--- src/rtl/reaction_timer.sv ---
// Reaction-time controller: pseudo-random pre-delay, LED stimulus, tick counting,
// and load/clear strobes (d/en/clr) for the downstream result register.
module reaction_timer #(
  parameter int N         = 16,
  parameter int TICK_DIV  = 100000,
  parameter int DELAY_MIN = 1000,
  parameter int RAND_BITS = 10
) (
  input  logic         clk,
  input  logic         rst,
  input  logic         start,
  input  logic         stop,
  output logic         led,
  output logic         busy,
  output logic         early,
  output logic [N-1:0] d,
  output logic         en,
  output logic         clr
);
  localparam int PW        = $clog2(TICK_DIV);
  localparam int DELAY_MAX = DELAY_MIN + (1 << RAND_BITS) - 1;
  localparam int DW        = $clog2(DELAY_MAX + 1);

  localparam logic [N-1:0]  CNT_MAX    = {{(N-1){1'b1}}, 1'b0};
  localparam logic [N-1:0]  CNT_LAST   = CNT_MAX - N'(1);
  localparam logic [PW-1:0] PRE_LAST   = PW'(TICK_DIV - 1);
  localparam logic [DW-1:0] DELAY_BASE = DW'(DELAY_MIN);
  localparam logic [15:0]   LFSR_SEED  = 16'hACE1;

  typedef enum logic [1:0] {
    S_IDLE = 2'd0,
    S_WAIT = 2'd1,
    S_RUN  = 2'd2
  } state_t;

  state_t        state, state_n;
  logic          start_q, stop_q;
  logic          rise_start, rise_stop, tick;
  logic [15:0]   lfsr;
  logic [PW-1:0] presc, presc_n;
  logic [DW-1:0] delay, delay_n;
  logic [N-1:0]  count, count_n, d_n;
  logic          early_n, en_n, clr_n;

  assign rise_start = start & ~start_q;
  assign rise_stop  = stop & ~stop_q;
  assign tick       = (presc == PRE_LAST);

  always_ff @(posedge clk or negedge rst) begin
    if (!rst) begin
      state <= S_IDLE;
    end else begin
      state <= state_n;
    end
  end

  always_comb begin
    state_n = state;
    presc_n = tick ? '0 : presc + PW'(1);
    delay_n = delay;
    count_n = count;
    d_n     = d;
    early_n = early;
    en_n    = 1'b0;
    clr_n   = 1'b0;
    case (state)
      S_IDLE: begin
        // A simultaneous stop rise is ignored here, so start wins.
        if (rise_start) begin
          state_n = S_WAIT;
          delay_n = DELAY_BASE + DW'(lfsr[RAND_BITS-1:0]);
          d_n     = '0;
          early_n = 1'b0;
          en_n    = 1'b1;
          clr_n   = 1'b1;
        end
      end
      S_WAIT: begin
        if (rise_stop) begin
          state_n = S_IDLE;
          d_n     = '1;
          early_n = 1'b1;
          en_n    = 1'b1;
        end else if (tick) begin
          if (delay <= DW'(1)) begin
            state_n = S_RUN;
            count_n = '0;
          end else begin
            delay_n = delay - DW'(1);
          end
        end
      end
      S_RUN: begin
        // Stop reports the pre-increment count even when it meets a tick.
        if (rise_stop) begin
          state_n = S_IDLE;
          d_n     = count;
          en_n    = 1'b1;
        end else if (tick) begin
          if (count == CNT_LAST) begin
            state_n = S_IDLE;
            count_n = CNT_MAX;
            d_n     = CNT_MAX;
            en_n    = 1'b1;
          end else begin
            count_n = count + N'(1);
          end
        end
      end
      default: state_n = S_IDLE;
    endcase
    // Restart the prescaler so the first tick lands TICK_DIV cycles after entry.
    if ((state_n != state) && (state_n != S_IDLE)) begin
      presc_n = '0;
    end
  end

  always_ff @(posedge clk or negedge rst) begin
    if (!rst) begin
      start_q <= 1'b0;
      stop_q  <= 1'b0;
      lfsr    <= LFSR_SEED;
      presc   <= '0;
      delay   <= '0;
      count   <= '0;
      led     <= 1'b0;
      busy    <= 1'b0;
      early   <= 1'b0;
      d       <= '0;
      en      <= 1'b0;
      clr     <= 1'b0;
    end else begin
      start_q <= start;
      stop_q  <= stop;
      lfsr    <= {lfsr[14:0], lfsr[15] ^ lfsr[13] ^ lfsr[12] ^ lfsr[10]};
      presc   <= presc_n;
      delay   <= delay_n;
      count   <= count_n;
      led     <= (state_n == S_RUN);
      busy    <= (state_n != S_IDLE);
      early   <= early_n;
      d       <= d_n;
      en      <= en_n;
      clr     <= clr_n;
    end
  end
endmodule

--- config.mk ---
export PLATFORM = sky130hd
export DESIGN_NAME = reaction_timer
export DESIGN_NICKNAME = d
export VERILOG_FILES = /design/src/rtl/reaction_timer.sv
export SDC_FILE = /design/constraint.sdc
export NUM_CORES = 1
export LEC_CHECK = 0
export BUFFER_PORTS_ARGS = -buffer_cell sky130_fd_sc_hd__clkbuf_2
export CAP_MARGIN = 25
export CORE_MARGIN = 3
export CORE_UTILIZATION = 50
export CTS_BUF_LIST = sky130_fd_sc_hd__clkbuf_8
export DETAILED_ROUTE_END_ITERATION = 16
export GPL_TIMING_DRIVEN = 1
export PLACE_DENSITY = 0.69
export REMOVE_ABC_BUFFERS = 1
export SLEW_MARGIN = 20
export SYNTH_ARGS = -nofsm -noshare
export SYNTH_HDL_FRONTEND = slang
export SYNTH_SLANG_ARGS = --single-unit
--- constraint.sdc ---
create_clock -name clk -period 3.1 [get_ports clk]
set_clock_uncertainty 0.05 [all_clocks]
set_input_delay 0.155 -clock clk [delete_from_list [all_inputs] [get_ports clk]]
set_output_delay 0.155 -clock clk [all_outputs]
set_load 0.005 [all_outputs]
# After elaboration in Yosys (flattened, before gate mapping)
# Cells that the tools add are included.
[totals] reg_bits=85 inputBits=4 out_inout_bits=21 word_cells=89
[classes] addsub=4 n_lt_le_gt_ge=1 eq_ne=16 n_mux=38 n_bitwise=7 n_reduce_logical=10
[op_table] operator="two-way mux 16 bit" n=11
[op_table] operator="one-hot mux 16 bit (3 select lines)" n=1
[op_table] operator="two-way mux 11 bit" n=4
[op_table] operator="two-way mux 17 bit" n=2
[op_table] operator="one-hot mux 16 bit (2 select lines)" n=1
[op_table] operator="one-hot mux 11 bit (2 select lines)" n=1
[op_table] operator="adder 17 x 1 -> 17 bit, second input constant" n=1
[op_table] operator="equality test 17 bit, second input constant" n=1
[op_table] operator="adder 16 x 1 -> 16 bit, second input constant" n=1
[op_table] operator="equality test 16 bit, second input constant" n=1
[op_table] operator="!= test 2 bit, second input constant" n=8
[op_table] operator="two-way mux 2 bit" n=7
[op_table] operator="adder 10 x 10 -> 11 bit, first input constant" n=1
[op_table] operator="<= comparator 11 x 1 -> 1 bit, second input constant" n=1
[op_table] operator="subtractor 11 x 1 -> 11 bit, second input constant" n=1
[op_table] operator="AND reduction 5 bit" n=2
[op_table] operator="two-way mux 1 bit" n=8
[op_table] operator="!= test 3 bit, second input constant" n=2
[op_table] operator="one-hot mux 2 bit (3 select lines)" n=1
[op_table] operator="AND reduction 6 bit" n=1
[op_table] operator="nonzero test 2 bit" n=3
[op_table] operator="equality test 2 bit, second input constant" n=2
[op_table] operator="one-hot mux 1 bit (3 select lines)" n=1
[op_table] operator="AND reduction 3 bit" n=1
[op_table] operator="9 further kinds" n=13

# Longest topological paths before layout
[depth] word_depth=8 ltp_mapped=9 depth_no_buf=8

# Least setup slack after synthesis
# OpenSTA, ideal clock, no wires.
[synth_timing] path_type="flip-flop to flip-flop" startpoint="register state[0]" endpoint="register delay[6]" setup_ns=0.069 arrival_time_ns=2.180 required_time_ns=2.981 path_slack_ns=0.801 stages_incl_launch_ff=9 path_buffers=0 synth_period_minus_slack_ns=2.299 path_cell_list="dfrtp_1 -> inv_1 -> ha_1 -> nand3b_4 -> clkinv_4 -> a21oi_1 -> or4_1 -> or4b_1 -> nand3_1"
[synth_via] elab_chain_len=3 elab_cells_between_ends=9 classes_between="eq/ne: 5; mux: 1; reduce/logical: 3"
[synth_lines] element="start, declared" line_no="36" source="state_t state, state_n;"
[synth_lines] element="start signal, assigned" line_no="53" source="state <= state_n;"
[synth_lines] element="equality test 2 x 1 -> 1 bit / zero test 2 bit (equally long branches)" line_no="66" source="case (state)"
[synth_lines] element="!= test 2 bit (no source line) / nonzero test 2 bit (equally long branches)"
[synth_lines] element="AND reduction 5 bit (no source line)"
[synth_lines] element="end signal, assigned" line_no="137" source="delay <= delay_n;"
[synth_lines] element="end, declared" line_no="41" source="logic [DW-1:0] delay, delay_n;"
# Several ways; a longest one is shown, not always the timed one.
# A chain may end at the register's enable or synchronous reset.

# Worst setup path in the final report
[layout_timing] startpoint="register count[1]" endpoint="register d[15]"
[layout_via] elab_chain_len=3
[layout_lines] element="start, declared" line_no="42" source="logic [N-1:0] count, count_n, d_n;"
[layout_lines] element="start signal, assigned" line_no="138" source="count <= count_n;"
[layout_lines] element="equality test 16 bit" line_no="100" source="if (count == CNT_LAST) begin"
[layout_lines] element="!= test 3 bit (no source line)"
[layout_lines] element="AND reduction 5 bit (no source line)"
[layout_lines] element="end signal, assigned" line_no="142" source="d <= d_n;"
[layout_lines] element="end, declared" line_no="16" source="output logic [N-1:0] d,"
# Every way passes these cells.

==> metrics.txt <==
outcome=finished clean; Layout area overhead=10.0%; Setup Buffers After CTS=0; hold path depth=0; wire per inst=16.8 um; Port Buffers=24; Final Hold Fails=0; Crit. End Element=register; Core Util, Final=57.6%; gr usage total=21.1%; RSZ-0062 raised after global routing=no; commonest non-fill, non-tap cell in the layout=dfrtp_1; Sink Count=85; Synth Area per Inst=9.96 um^2; CTS H-tree lvls=3; Post-route DRC=0; crit path max-delay cell type=or4_4; Mapped Cells=465; antenna violations before repair=0; Yosys Warn Count=0; Data arrival, critical path=2.76 ns; Iter 0 DRT Violations=269; Via Count=3714; CP max stage delay=0.69 ns; global-route wire length before repair=17600 um; #FFs+latches synth=85; io pins=25; Chip Width=102 um; Required @ worst endpoint=3.30 ns; Detailed Place HPWL=6910 um; top cell type's share of synthesized area=41.6%; Starting Density=52.4%; Worst Reg-to-Reg Cells=7; GPL Wtd Cong=0.842; pwr dens=662 nW/um^2; Max Cap Viol=0; cell family with most CP delay=simple AND/OR/NAND/NOR gates; Nets=503; worst rel slew slack=49.5%; critical path cell sequence=inv_1 > ha_1 > nand4_2 > or4_4 > o21ai_4 > nand3b_4 > mux2_4; area leader, netlist=dfrtp_1; CP bufs+invs=1; VDD IR max=0.000299 V; cts bufs inserted=9; Mapped Area=4630 um^2; final wirelength=10100 um; die height=102 um; fraction of registers with async set/reset=100%; Slew Viols, Final=0; crit path kind=reg2reg; hold_buf cts=3; main area contributors after synthesis=dfrtp_1 42%, a21oi_1 5.4%, dfstp_2 4.5%, nand2_1 3.9%, mux2_4 2.9%; core box area=8850 um^2; row cnt=34; Placed Cells=583; die area=10500 um^2; clock root cell=clkbuf_8; Via density=6.17; Post-Layout Inst Area=5100 um^2; vias in the first global route=3555; TritonCTS clock tree=built; startpoint types=register; commonest cells after routing, fill and taps aside=77 x dfrtp_1, 50 x a21oi_1, 48 x nand2_1, 25 x nor2_1, 23 x clkbuf_2; clock latency on the worst-skew pair=0.37 ns; ant diodes=0; Synth Flop Type=dfrtp_1; count of non-filler cells in the finished layout=602; Post-synth EDFFs=0; Netlist cell types=69; largest net degree at the start of global routing=86; CP max FO=23; grt total ovfl=0; final setup fails=0; static leakage=2.16 nW; Clock transition at path regs=0.10 ns; First-pass DRT Iterations=5; Tcrit/Tclk final=82.5%; fin crit period=2.56 ns; CTS Buffer Depth=2; slew of the pin with the lowest slew margin=0.758 ns; worst hold-check path type=reg2reg; Post-Route Setup TNS=0 ns; Post-CTS Resized=0; dpl cell area=4860 um^2; register area share after synthesis=46.1%; Worst path depth=7; FMAX=391 MHz; layout cell share with drive strength beyond 1=17.4%; Final ANT Viol Nets=0
==> through the flow <==
| stage | power (W) | worst slack [ns] | hold WS [ns] |
|---|---|---|---|
| 2_1_floorplan | 0.00219 | -0.187 | -0.191 |
| 3_3_place_gp | 0.00254 | 0.614 | 0.257 |
| 3_5_place_dp | 0.00258 | 0.544 | 0.257 |
| 4_1_cts | 0.00340 | 0.518 | 0.318 |
| 5_1_grt | 0.00360 | 0.369 | 0.328 |
| 6_report | 0.00337 | 0.541 | 0.310 |
==> final cells by class <==
class	count	area, um^2
clock buffers	9	124
flip-flops and latches	85	2140
clock inverters	7	83.8
fillers	786	3750
multi-input cells	343	2340
repair buffers	36	224
well taps	108	135
inverters	14	57.6
==> synth_stat cells, types with 3 or more instances <==
| master | count |
|---|---|
| a211oi_1 | 7 |
| a21boi_0 | 15 |
| a21oi_1 | 50 |
| a22oi_1 | 4 |
| and2_1 | 3 |
| and3_1 | 5 |
| and4_1 | 6 |
| buf_2 | 6 |
| clkbuf_1 | 13 |
| dfrtp_1 | 77 |
| dfstp_2 | 8 |
| ha_1 | 10 |
| inv_1 | 12 |
| mux2_2 | 6 |
| mux2_4 | 9 |
| mux2i_1 | 3 |
| nand2_1 | 48 |
| nand2b_1 | 5 |
| nand3_1 | 21 |
| nand4_1 | 15 |
| nor2_1 | 25 |
| nor3_1 | 9 |
| nor4_1 | 4 |
| o21ai_0 | 20 |
| o22ai_1 | 4 |
| o31ai_1 | 3 |
| or4_1 | 3 |
| xnor2_1 | 11 |
| xor2_1 | 13 |
==> final timing paths <==
path,start,to,slack (ns)
min in group asynchronous,rst,lfsr[8],0.35
max in group asynchronous,rst,delay[2],2.12
worst max register to register,count[1],d[15],0.54
worst max-delay path,count[1],d[15],0.54
worst min register to register,lfsr[14],lfsr[15],0.31
worst min-delay path,lfsr[14],lfsr[15],0.31
==> routing by layer <==
metal | GRT usage, % | vias to the layer above | share of wire, %
met5 | 0 | - | 0
met4 | 6.56 | 0 | 1.6
met3 | 4.64 | 20 | 4.5
met2 | 33.3 | 105 | 49
met1 | 29.3 | 1825 | 45
li1 | - | 1764 | -
==> kinds of logic after synthesis <==
family,Yosys count,synth area share (%)
xor+xnor,24,4.54
compound gates,127,18.1
simple gates,164,20.0
flops,85,46.1
buf+inv,37,3.59
fa+ha+maj,10,2.70
mux,18,5.02
==> sequential cells by signal, indices dropped and copies added, names as in the netlist <==
signal,flops
start_q,1
busy,1
presc,17
en,1
stop_q,1
d,16
delay,11
early,1
clr,1
count,16
state,2
led,1
lfsr,16
==> power breakdown <==
part	switching, W	internal (W)
clock network	0.000431	0.000385
logic	0.000620	0.000492
registers	0.000170	0.00128
No activity file was read; power rests on OpenSTA's default activity.
